**src/rtl/spm_arb_pkg.sv**
```systemverilog
// -----------------------------------------------------------------------------
// spm_arb_pkg
// Shared definitions for the scratchpad arbiter: OCP command and response
// encodings, the response pipeline record, and a request decode helper.
// No ports (package).
// -----------------------------------------------------------------------------
package spm_arb_pkg;

    // OCP master command encodings (any other value is treated as idle)
    localparam logic [2:0] CMD_IDLE = 3'b000;
    localparam logic [2:0] CMD_WR   = 3'b001;
    localparam logic [2:0] CMD_RD   = 3'b010;

    // OCP slave response encodings (ERR is reserved, never produced)
    localparam logic [1:0] RESP_NULL = 2'b00;
    localparam logic [1:0] RESP_DVA  = 2'b01;
    localparam logic [1:0] RESP_ERR  = 2'b10;

    // Wide enough for the largest supported master count (8)
    localparam int IDX_W = 3;

    // One-deep response pipeline: which master gets DVA next cycle, and
    // whether it should see the SPM read data
    typedef struct packed {
        logic             valid;
        logic [IDX_W-1:0] idx;
        logic             is_read;
    } resp_pipe_t;

    // Only WR and RD request the SPM; illegal encodings never request
    function automatic logic is_request(input logic [2:0] cmd);
        return (cmd == CMD_WR) || (cmd == CMD_RD);
    endfunction

endpackage

```
**src/rtl/spm_arbiter_rr.sv**
```systemverilog
// -----------------------------------------------------------------------------
// rr_arbiter
// Purely combinational round-robin pick: the first requester at or after the
// pointer, wrapping modulo NUM_MASTERS.
// Ports:
//   i_req   [NUM_MASTERS-1:0]  request vector
//   i_ptr   [IDX_W-1:0]        highest-priority index this cycle
//   o_grant [NUM_MASTERS-1:0]  one-hot grant (zero when nobody requests)
//   o_idx   [IDX_W-1:0]        index of the granted master (0 when none)
//   o_any                      a grant was issued
// -----------------------------------------------------------------------------
module rr_arbiter #(
    parameter int NUM_MASTERS = 2,
    parameter int IDX_W       = 1
) (
    input  logic [NUM_MASTERS-1:0] i_req,
    input  logic [IDX_W-1:0]       i_ptr,
    output logic [NUM_MASTERS-1:0] o_grant,
    output logic [IDX_W-1:0]       o_idx,
    output logic                   o_any
);

    always_comb begin
        int cand;
        o_grant = '0;
        o_idx   = '0;
        o_any   = 1'b0;
        cand    = 0;
        // Walk priority order ptr, ptr+1, ... ; the inner loop keeps every
        // bit select constant so the search unrolls into a flat priority mux
        for (int k = 0; k < NUM_MASTERS; k++) begin
            cand = int'(i_ptr) + k;
            if (cand >= NUM_MASTERS) begin
                cand = cand - NUM_MASTERS;
            end
            for (int j = 0; j < NUM_MASTERS; j++) begin
                if (!o_any && (j == cand) && i_req[j]) begin
                    o_any      = 1'b1;
                    o_grant[j] = 1'b1;
                    o_idx      = IDX_W'(j);
                end
            end
        end
    end

endmodule

```
**src/rtl/spm_arbiter.sv**
```systemverilog
// -----------------------------------------------------------------------------
// spm_arbiter
// Shares one single-ported scratchpad between NUM_MASTERS OCP requesters.
// One command is accepted per cycle (round-robin), driven straight onto the
// SPM port, and the response (DVA, plus read data for RD) is routed back to
// the issuing master exactly one cycle later.
// Ports:
//   clk, reset                 clock, asynchronous active-high reset
//   m_cmd/m_addr/m_data/m_byteen  flattened per-master OCP command fields
//   s_cmdaccept                one-hot accept, combinational
//   s_resp/s_data              per-master response and read data
//   spm_addr/spm_data/spm_byteen/spm_we  SPM command port
//   spm_rdata                  SPM read data, valid the cycle after the address
// -----------------------------------------------------------------------------
module spm_arbiter
    import spm_arb_pkg::*;
#(
    parameter int NUM_MASTERS = 2,
    parameter int ADDR_WIDTH  = 16,
    parameter int DATA_WIDTH  = 32
) (
    input  logic                                  clk,
    input  logic                                  reset,
    input  logic [3*NUM_MASTERS-1:0]              m_cmd,
    input  logic [ADDR_WIDTH*NUM_MASTERS-1:0]     m_addr,
    input  logic [DATA_WIDTH*NUM_MASTERS-1:0]     m_data,
    input  logic [(DATA_WIDTH/8)*NUM_MASTERS-1:0] m_byteen,
    output logic [NUM_MASTERS-1:0]                s_cmdaccept,
    output logic [2*NUM_MASTERS-1:0]              s_resp,
    output logic [DATA_WIDTH*NUM_MASTERS-1:0]     s_data,
    output logic [ADDR_WIDTH-1:0]                 spm_addr,
    output logic [DATA_WIDTH-1:0]                 spm_data,
    output logic [DATA_WIDTH/8-1:0]               spm_byteen,
    output logic                                  spm_we,
    input  logic [DATA_WIDTH-1:0]                 spm_rdata
);

    localparam int BE_W  = DATA_WIDTH / 8;
    localparam int PTR_W = (NUM_MASTERS > 1) ? $clog2(NUM_MASTERS) : 1;

    logic [2:0]            w_cmd  [NUM_MASTERS];
    logic [ADDR_WIDTH-1:0] w_addr [NUM_MASTERS];
    logic [DATA_WIDTH-1:0] w_data [NUM_MASTERS];
    logic [BE_W-1:0]       w_be   [NUM_MASTERS];
    logic [NUM_MASTERS-1:0] w_req;
    logic [NUM_MASTERS-1:0] w_grant_raw;
    logic [NUM_MASTERS-1:0] w_grant;
    logic [PTR_W-1:0]      w_idx;
    logic [PTR_W-1:0]      w_sel;
    logic                  w_any_raw;
    logic                  w_any;
    logic [PTR_W-1:0]      r_ptr;
    resp_pipe_t            r_resp;

    // Unflatten the per-master buses
    generate
        for (genvar gi = 0; gi < NUM_MASTERS; gi++) begin : g_unpack
            assign w_cmd[gi]  = m_cmd[gi*3 +: 3];
            assign w_addr[gi] = m_addr[gi*ADDR_WIDTH +: ADDR_WIDTH];
            assign w_data[gi] = m_data[gi*DATA_WIDTH +: DATA_WIDTH];
            assign w_be[gi]   = m_byteen[gi*BE_W +: BE_W];
            assign w_req[gi]  = is_request(w_cmd[gi]);
        end
    endgenerate

    rr_arbiter #(
        .NUM_MASTERS (NUM_MASTERS),
        .IDX_W       (PTR_W)
    ) u_rr (
        .i_req   (w_req),
        .i_ptr   (r_ptr),
        .o_grant (w_grant_raw),
        .o_idx   (w_idx),
        .o_any   (w_any_raw)
    );

    // Nothing is accepted while reset is held: the response register is
    // forced clear, so an accepted command would never be answered.
    assign w_any   = w_any_raw & ~reset;
    assign w_grant = w_grant_raw & {NUM_MASTERS{~reset}};
    assign w_sel   = w_any ? w_idx : '0;

    assign s_cmdaccept = w_grant;
    assign spm_addr    = w_addr[w_sel];
    assign spm_data    = w_data[w_sel];
    assign spm_byteen  = w_any ? w_be[w_sel] : '0;
    assign spm_we      = w_any && (w_cmd[w_sel] == CMD_WR);

    always_ff @(posedge clk or posedge reset) begin
        if (reset) begin
            r_ptr  <= '0;
            r_resp <= '0;
        end else begin
            if (w_any) begin
                r_ptr <= (int'(w_idx) == NUM_MASTERS - 1) ? '0 : w_idx + 1'b1;
            end
            r_resp.valid   <= w_any;
            r_resp.idx     <= IDX_W'(w_idx);
            r_resp.is_read <= w_any && (w_cmd[w_sel] == CMD_RD);
        end
    end

    // Response fan-out: only the pending master sees DVA; read data is
    // passed through from the SPM without a register since it already
    // arrives one cycle after the address.
    generate
        for (genvar gi = 0; gi < NUM_MASTERS; gi++) begin : g_resp
            logic w_hit;
            assign w_hit = r_resp.valid && (r_resp.idx == IDX_W'(gi));
            assign s_resp[gi*2 +: 2] = w_hit ? RESP_DVA : RESP_NULL;
            assign s_data[gi*DATA_WIDTH +: DATA_WIDTH] =
                (w_hit && r_resp.is_read) ? spm_rdata : '0;
        end
    endgenerate

endmodule

```
**config.mk**
```make
export PLATFORM = sky130hd
export DESIGN_NAME = spm_arbiter
export DESIGN_NICKNAME = d
export VERILOG_FILES = /design/src/rtl/spm_arb_pkg.sv /design/src/rtl/spm_arbiter_rr.sv /design/src/rtl/spm_arbiter.sv
export SDC_FILE = /design/constraint.sdc
export NUM_CORES = 1
export LEC_CHECK = 0
export BUFFER_PORTS_ARGS = -buffer_cell sky130_fd_sc_hd__buf_2
export CORE_AREA = 5 5 101 103
export CTS_BUF_LIST = sky130_fd_sc_hd__clkbuf_16
export DETAILED_ROUTE_END_ITERATION = 12
export DIE_AREA = 0 0 106 108
export PLACE_DENSITY_LB_ADDON = 0.08
export SYNTH_ARGS = -nofsm -noshare
export SYNTH_HDL_FRONTEND = slang
export SYNTH_SLANG_ARGS = --single-unit
```
**constraint.sdc**
```tcl
create_clock -name clk -period 5 [get_ports clk]
set_clock_uncertainty 0.1 [all_clocks]
set_input_delay 1 -clock clk [delete_from_list [all_inputs] [get_ports clk]]
set_output_delay 1 -clock clk [all_outputs]
set_load 0.02 [all_outputs]
```
* Yosys cells after proc, flatten, opt, wreduce, memory -nomap -nowiden
Cells that the tools add are included.
** Operators by class
- Magnitude comparators :: 3
- Add/sub/neg operators :: 4
- Reduce and logical (&&, ||, !) cells :: 21
- Muxes and demuxes :: 30
- Bitwise logic cells :: 4
- Equal/unequal tests :: 8
** Operator list (number)
- two-way mux 32 bit :: 7
- == test 2 x 32 -> 1 bit, first input constant :: 2
- zero test 32 bit :: 2
- two-way mux 16 bit :: 3
- greater-or-equal comparator 32 x 3 -> 1 bit, second input constant :: 1
- subtractor 32 x 3 -> 32 bit, second input constant :: 1
- two-way mux 4 bit :: 4
- logical AND 1 bit :: 13
- two-way mux 1 bit :: 13
- == test 3 x 1 -> 1 bit, second input constant :: 3
- == test 3 x 2 -> 1 bit, second input constant :: 3
- two-way mux 3 bit :: 3
- zero test 1 bit :: 3
- zero test 3 bit :: 1
- subtractor 1 x 2 -> 3 bit, second input constant :: 1
- adder 1 x 1 -> 2 bit, second input constant :: 1
- AND 2 bit :: 1
- greater-or-equal comparator 1 x 2 -> 1 bit, second input constant :: 1
- greater-or-equal comparator 2 bit, second input constant :: 1
- logical OR 1 bit :: 2
- inverter 1 -> 2 bit :: 1
- adder 1 bit, second input constant :: 1
- AND 1 bit :: 1
- inverter 1 bit :: 1
** Word-level totals
- Register bits :: 4
- Logic and storage cells :: 74

* Longest topological paths before layout
Gate-level depths: netlist (run 1).
- Depth after elaboration :: 25
- Depth in mapped cells :: 7

* By module
From an unflattened synthesis (run 1), not the netlist that was laid out.
** Unflattened totals
- Cell total of the unflattened synthesis :: 170
- Area, all modules :: 1403.8 um2
** By module, submodules not included
- spm_arbiter :: area an instance 1371.3 um2, cells an instance 165, times used 1, seq. area each 100.1 um2
- rr_arbiter :: area an instance 32.5 um2, cells an instance 5, times used 1, seq. area each 0.0 um2

* Least setup slack after synthesis (run 1)
OpenSTA, ideal clock, no wires.
- Path type :: input-to-output
- Start :: input reset
- End :: output spm_data[22]
- Slack :: 1772 ps
- Arrival :: 2128 ps
- Stages on the path :: 7
- Cell sequence :: buf_6 > nor2_2 > a21boi_2 > nand2_2 > buf_6 > buf_6 > mux2_4
** Between the ends
- Cells in the longest elaborated chain, start to end :: 7
** RTL lines
- start, declared :: RTL line spm_arbiter.sv:23 : input logic reset,
- inverter 1 bit :: RTL line spm_arbiter.sv:79 : assign w_any = w_any_raw & ~reset;
- AND 1 bit :: RTL line spm_arbiter.sv:79
- two-way mux 1 bit :: RTL line spm_arbiter.sv:81 : assign w_sel = w_any ? w_idx : '0;
- inverter 1 -> 2 bit (not written as such) :: RTL line spm_arbiter.sv:85 : assign spm_data = w_data[w_sel];
- two-way mux 32 bit (not written as such) (3 in series) :: RTL line spm_arbiter.sv:85
- end, declared :: RTL line spm_arbiter.sv:32 : output logic [DATA_WIDTH-1:0] spm_data,
No other way between the ends. The select of a mux whose other input is x is not followed.

* Worst setup path in the final report (run 1)
- Start :: input reset
- End :: output spm_addr[0]
** Between the ends
- Cells in the longest elaborated chain, start to end :: 7
** RTL lines
- inverter 1 bit :: RTL line spm_arbiter.sv:79
- AND 1 bit :: RTL line spm_arbiter.sv:79
- two-way mux 1 bit :: RTL line spm_arbiter.sv:81
- inverter 1 -> 2 bit (not written as such) :: RTL line spm_arbiter.sv:84 : assign spm_addr = w_addr[w_sel];
- two-way mux 16 bit (not written as such) (3 in series) :: RTL line spm_arbiter.sv:84
- end, declared :: RTL line spm_arbiter.sv:31 : output logic [ADDR_WIDTH-1:0] spm_addr,
No other way between the ends. The select of a mux whose other input is x is not followed.

==> impl_metrics.csv, run 1 <==
group,metric,value,unit
finish,final_cell_mix,"buf_2 (264), and2_1 (66), mux2_2 (39)",
floorplanning,rows,35,
power,ir_drop,0.0000955,V
floorplanning,die_y,108,µm
cts,insertion_delay,220,ps
global_route,grt_max_degree,50,
critical_path,r2r-end,"r_resp[0]",
synth,synth_cell_types,28,
floorplanning,ios,267,
floorplanning,dieArea,11400,µm²
global_route,grt_pass1_vias,2083,
floorplanning,start_util,15.6,%
synth,syn_area,1430,µm²
global_route,antenna_found_initial,0,
critical_path,critPathCaptureType,"output port",
detailed_routing,dr_wl_met2,4.06,mm
critical_path,crit_top_cell,"buf_2",
critical_path,r2r_slack,3880,ps
placed_design,place_ws,1260,ps
cts,cts_resized,0,
power,p_leak,0.00180,µW
critical_path,crit_arrival,2610,ps
finish,num_antenna_cells,0,
critical_path,rr_startpoint,"r_ptr",
critical_path,crit_start,"reset",
detailed_routing,drt-met1-wl,2.47,mm
timing,fin_crit_sh,74.3,%
critical_path,reg2regPathDepth,3,
critical_path,cp_data_required_time,3900,ps
synth,yosysTopAreaCellShare,30.8,%
cts,cts.sinks,4,
finish,area_growth_syn_to_layout,102,%
timing,post-route-min-period,3710,ps
cts,numCtsBuffers,3,
floorplanning,core,9110,µm²
critical_path,critical_path_class,"in2out",
detailed_routing,ant_nets,0,
timing,setup_viol,0,
detailed_routing,first_iter_violations,103,
critical_path,worstPathMaxFanout,49,
detailed_routing,routed_wl,7.48,mm
synth,ys_seq_area_share,7.02,%
global_route,grt_pass1_wl,10.5,mm
timing,setup_ws,1290,ps
worst_hold_path,hold_path.class,"reg2reg",
finish,design_area,2880,µm²
critical_path,cp-start-kind,"input port",
timing,relSlewSlack,47.3,%
finish,fin_util,31.6,%
detailed_routing,routedWlPerCell,14.0,µm
flow_run,cap_violations,0,
detailed_routing,drc_errors,0,
cts,cts_buffer_depth,2,
cts,cts_root_buf,"clkbuf_16",
detailed_routing,wl_met3,883,µm
global_route,grt.overflow.total,0,
timing,fmax,269,MHz
detailed_routing,firstDrtPassIters,4,
detailed_routing,routed.top_layer,"met4",
placed_design,hpwl,6.80,mm
cts,h-tree-depth,1,
timing,hold_viol_final,0,
floorplanning,die_w,106,µm
placed_design,place_area,2800,µm²
synth,synth_top_cell_by_area,"mux2_2",
synth,synthTopCellsByArea,"mux2_2 (31%), and2_1 (29%), mux2_4 (9.5%)",
timing,worstMarginPinSlew,790,ps
placed_design,place_congestion,0.794,
global_route,track_usage,11.2,%
critical_path,worst_path_largest_cell_delay,510,ps
outcome,status,"completed",
critical_path,path_cells,"buf_2, nor2_2, a21boi_2, nand2_2, buf_4, mux2_2, buf_2",
synth,synth_warnings,0,
timing,rsz0062_at_grt,"no",
critical_path,critPathSlowestCell,"buf_4",
placed_design,portBuffers,264,
cts,cts_tree,"done",
detailed_routing,via_per_inst,3.99,
detailed_routing,num_vias,2136,
power,power_density,135,nW/µm²
cts,post-cts-setup-buffer-count,0,
timing,setup_tns,0,ps
cts,clk_pin_slew,30,ps
critical_path,endpoint,"spm_addr[0]",
timing,drv_slew,0,
synth,synth_cells,171,
finish,nets,571,
cts,ctsHoldBuffers,0,
finish,drive_gt1_share,75.5,%
synth,ys_ff_latch,4,
synth,syn_area_per_cell,8.33,µm²
finish,layout_commonest_cell,"buf_2",
state kept, by name (all words and copies together), names as in the netlist:
signal and flops:
r_resp 3, r_ptr 1
where the power goes:
part	internal, µW	switching [µW]
sequential	37.1	5.50
clock	102	20.0
combinational	109	115
total	248	141
cell type report:
type,count,area (µm²)
Fill cell,987,6230
Timing Repair Buffer,266,1340
Multi-Input combinational cell,149,1220
Tap cell,111,139
Sequential cell,4,100
Clock buffer,3,75.1
Inverter,3,11.3
cell families after synthesis:
family	share of synthesized area [%]
AND/OR/NAND/NOR	35.6
multiplexers	40.3
buffers and inverters	7.90
AO/OA/AOI/OAI	6.59
flip-flops	7.02
XOR/XNOR	2.37
other	0.263
synth_stat cells:
master	n
and2_1	66
mux2_2	39
mux2_4	9
nor2_1	8
clkbuf_1	6
a22oi_1	4
buf_4	4
dfrtp_1	4
buf_2	3
buf_6	3
inv_1	3
nor2b_1	3
a21oi_1	2
a22o_1	2
nor4b_1	2
a21boi_2	1
a311oi_1	1
a31oi_1	1
and3_1	1
conb_1	1
nand2_1	1
nand2_2	1
nand3_1	1
nor2_2	1
o311a_1	1
xnor2_1	1
xor2_1	1
xor2_2	1
worst min-delay path by stage:
stage	startpoint	end	cells after the start
finish	r_ptr	r_ptr	1
global route	r_ptr	r_ptr	1
CTS	r_ptr	r_ptr	1
detailed placement	r_ptr	r_ptr	1
global placement	r_ptr	r_ptr	1
floorplan	r_ptr	r_ptr	1
layer usage:
metal / up-vias / GRT usage, %
met2: 156 / 22.2
met1: 900 / 11.7
met4: 0 / 1.85
met5: - / 0
li1: 1076 / -
met3: 4 / 3.40
per-stage QoR:
step | cells | hold slack [ps] | power [µW]
after floorplan | 172 | 412 | 173
after global placement | 533 | 473 | 270
after detailed placement | 533 | 463 | 270
after CTS | 536 | 479 | 395
after global routing | 536 | 514 | 414
final | 536 | 476 | 389
critical path, delay by kind of cell:
kind | cells | cell delay, ps
multiplexers | 1 | 410
buffers and inverters | 3 | 860
AND/OR/NAND/NOR | 2 | 140
AO/OA/AOI/OAI | 1 | 170
Note: power is estimated with default switching activity, not from simulation.
==> run 2, diff against run 1 <==
--- a/config.mk
+++ b/config.mk
@@ -5,6 +5,7 @@
 export SDC_FILE = /design/constraint.sdc
 export NUM_CORES = 1
 export LEC_CHECK = 0
+export ABC_AREA = 1
 export BUFFER_PORTS_ARGS = -buffer_cell sky130_fd_sc_hd__buf_2
 export CORE_AREA = 5 5 101 103
 export CTS_BUF_LIST = sky130_fd_sc_hd__clkbuf_16
==> constraint.sdc (replaced) <==
create_clock -name clk -period 3.3 [get_ports clk]
set_clock_uncertainty 0.1 [all_clocks]
set_input_delay 0.66 -clock clk [delete_from_list [all_inputs] [get_ports clk]]
set_output_delay 0.66 -clock clk [all_outputs]
set_load 0.02 [all_outputs]
==> run 2 against run 1 <==
  * Worst hold slack got worse by 180 ps
  * Clock power rose by 53%
  * Utilization fell by 0.95 points
  * Critical path type unchanged
  * Critical endpoint is now spm_data[8]
  * Largest power group unchanged
==> impl_metrics.csv, run 2 <==
group,metric,value,unit
placed_design,hpwl,7.31,mm
synth,synth_cells,315,
timing,fin_crit_sh,86.0,%
synth,synth_top_cell_by_area,"nand2_1",
timing,worstMarginPinSlew,974,ps
synth,ys_seq_area_share,7.31,%
synth,synth-edff-count,0,
cts,ctsHoldBuffers,0,
synth,synth_ff_type,"dfrtp_1",
timing,drv_slew,0,
timing,setup_tns,0,ps
critical_path,cp-start-kind,"input port",
floorplanning,die_y,108,µm
power,p_leak,0.00213,µW
floorplanning,dieArea,11400,µm²
placed_design,portBuffers,264,
cts,cts_root_buf,"clkbuf_16",
finish,drive_gt1_share,48.6,%
floorplanning,rows,35,
floorplanning,ios,267,
global_route,antenna_found_initial,0,
synth,synth_most_common_cell,"nand2_1",
synth,async_reset_ff_share,100,%
global_route,grt_pass1_wl,11.8,mm
finish,num_antenna_cells,0,
synth,ys_ff_latch,4,
finish,largest_reg_flops,3,
detailed_routing,ant_nets,0,
cts,clk_pin_slew,30,ps
flow_run,cap_violations,0,
detailed_routing,routed_wl,8.21,mm
synth,synth_warnings,0,
timing,setup_viol,0,
synth,syn_area_per_cell,4.35,µm²
finish,largest_register,"r_resp",
timing,fmax,352,MHz
cts,post-cts-setup-buffer-count,0,
critical_path,critPathCaptureType,"output port",
floorplanning,die_w,106,µm
power,finalPower,661,µW
critical_path,cp_data_required_time,2540,ps
finish,layout_commonest_cell,"buf_2",
detailed_routing,num_vias,2635,
critical_path,crit_arrival,2080,ps
finish,reg.largest.list,"r_resp: 3 flops, r_ptr: 1 flops",
placed_design,place_congestion,0.801,
power,power_density,237,nW/µm²
cts,h-tree-depth,1,
global_route,track_usage,12.6,%
cts,numCtsBuffers,3,
global_route,grt.overflow.total,0,
cts,cts_tree,"done",
outcome,status,"completed",
critical_path,worstPathMaxFanout,54,
power,ir_drop,0.0000965,V
synth,synth_common_cells,"nand2_1 (157), nor2_1 (79), inv_1 (41)",
finish,final_cell_mix,"buf_2 (264), nand2_1 (157), nor2_1 (79)",
timing,hold_ws,296,ps
worst_hold_path,hold_path.class,"in2async",
synth,synthTopCellsByArea,"nand2_1 (43%), nor2_1 (22%), inv_1 (11%)",
synth,yosysTopAreaCellShare,43.0,%
timing,post-route-min-period,2840,ps
detailed_routing,drc_errors,0,
detailed_routing,routedWlPerCell,12.1,µm
cts,insertion_delay,220,ps
timing,rsz0062_at_grt,"no",
floorplanning,core,9110,µm²
global_route,grt_pass1_vias,2574,
cts,cts_resized,0,
timing,relSlewSlack,34.9,%
timing,hold_viol_final,0,
finish,fill_cells,1069,
cts,cts_buffer_depth,2,
finish,area_growth_syn_to_layout,104,%
cts,cts.sinks,4,
detailed_routing,first_iter_violations,93,
floorplanning,start_util,15.0,%
synth,syn_area,1370,µm²
global_route,grt_max_degree,55,
finish,nets,712,
detailed_routing,firstDrtPassIters,4,
synth,synth_cell_types,15,
critical_path,critical_path_class,"in2out",
detailed_routing,via_per_inst,3.89,
run 2: cell count changes after synthesis, moves of 4 or more:
cell	before	now
inv_1	3	41
mux2_2	39	0
o21ai_0	0	5
nand2_1	1	157
nor2_1	8	79
a22oi_1	4	0
and2_1	66	0
mux2_4	9	0
run 2: cell families after synthesis:
family	after synthesis	synth area share [%]
compound gates	6	2.47
buf+inv	62	22.1
flops	4	7.31
other cells	1	0.274
simple gates	242	67.9
run 2: cell type report:
cell class | count | area [µm²] | area share, %
Sequential cell | 4 | 100 | 3.59
Timing Repair Buffer | 267 | 1340 | 48.1
Multi-Input combinational cell | 250 | 971 | 34.8
Inverter | 42 | 163 | 5.83
Tap cell | 111 | 139 | 4.98
Clock buffer | 3 | 75.1 | 2.69
run 2: metal layers:
| layer | GRT usage, % | share of wire (%) | up-vias |
|---|---|---|---|
| met5 | 0 | 0 | - |
| met4 | 1.94 | 0.44 | 0 |
| met3 | 3.94 | 12 | 4 |
| met2 | 28.0 | 56 | 165 |
| met1 | 10.9 | 32 | 1072 |
| li1 | - | - | 1394 |
run 2: power by group:
part | total (µW) | leakage [µW] | internal (µW) | switching [µW]
combinational | 415 | 0.00204 | 156 | 258
clock | 187 | 0.0000370 | 155 | 32.2
sequential | 59.3 | 0.0000503 | 55.5 | 3.80
run 2: worst max-delay path, cell delays in order:
cell and delay [ps]:
buf_2 110, nand2_1 60, nand2_1 50, nor2_2 130, nand2_1 110, nand2_4 110, nand2_4 140, inv_6 320
nand2_1 90, nand2_1 100, buf_2 170
run 2: worst paths after layout:
path,from,to,slack (ps),cells past startpoint
min,reset,r_ptr,300,2
max in group asynchronous,reset,r_resp[0],2570,2
max,m_cmd[3],spm_data[8],460,11
min reg2reg,r_ptr,r_ptr,430,2
max reg2reg,r_ptr,r_ptr,1950,5
min in group clk,r_ptr,r_ptr,430,2
run 2: per-stage QoR:
stage | setup WS (ps) | std cells | area [µm²] | utilization (%)
floorplan | 884 | 316 | 1370 | -
detailed placement | 411 | 674 | 2720 | 29.8
global route | 199 | 677 | 2790 | 30.6
CTS | 413 | 677 | 2790 | 30.6
global placement | 432 | 674 | 2720 | 29.8
finish | 462 | 677 | 2790 | 30.6
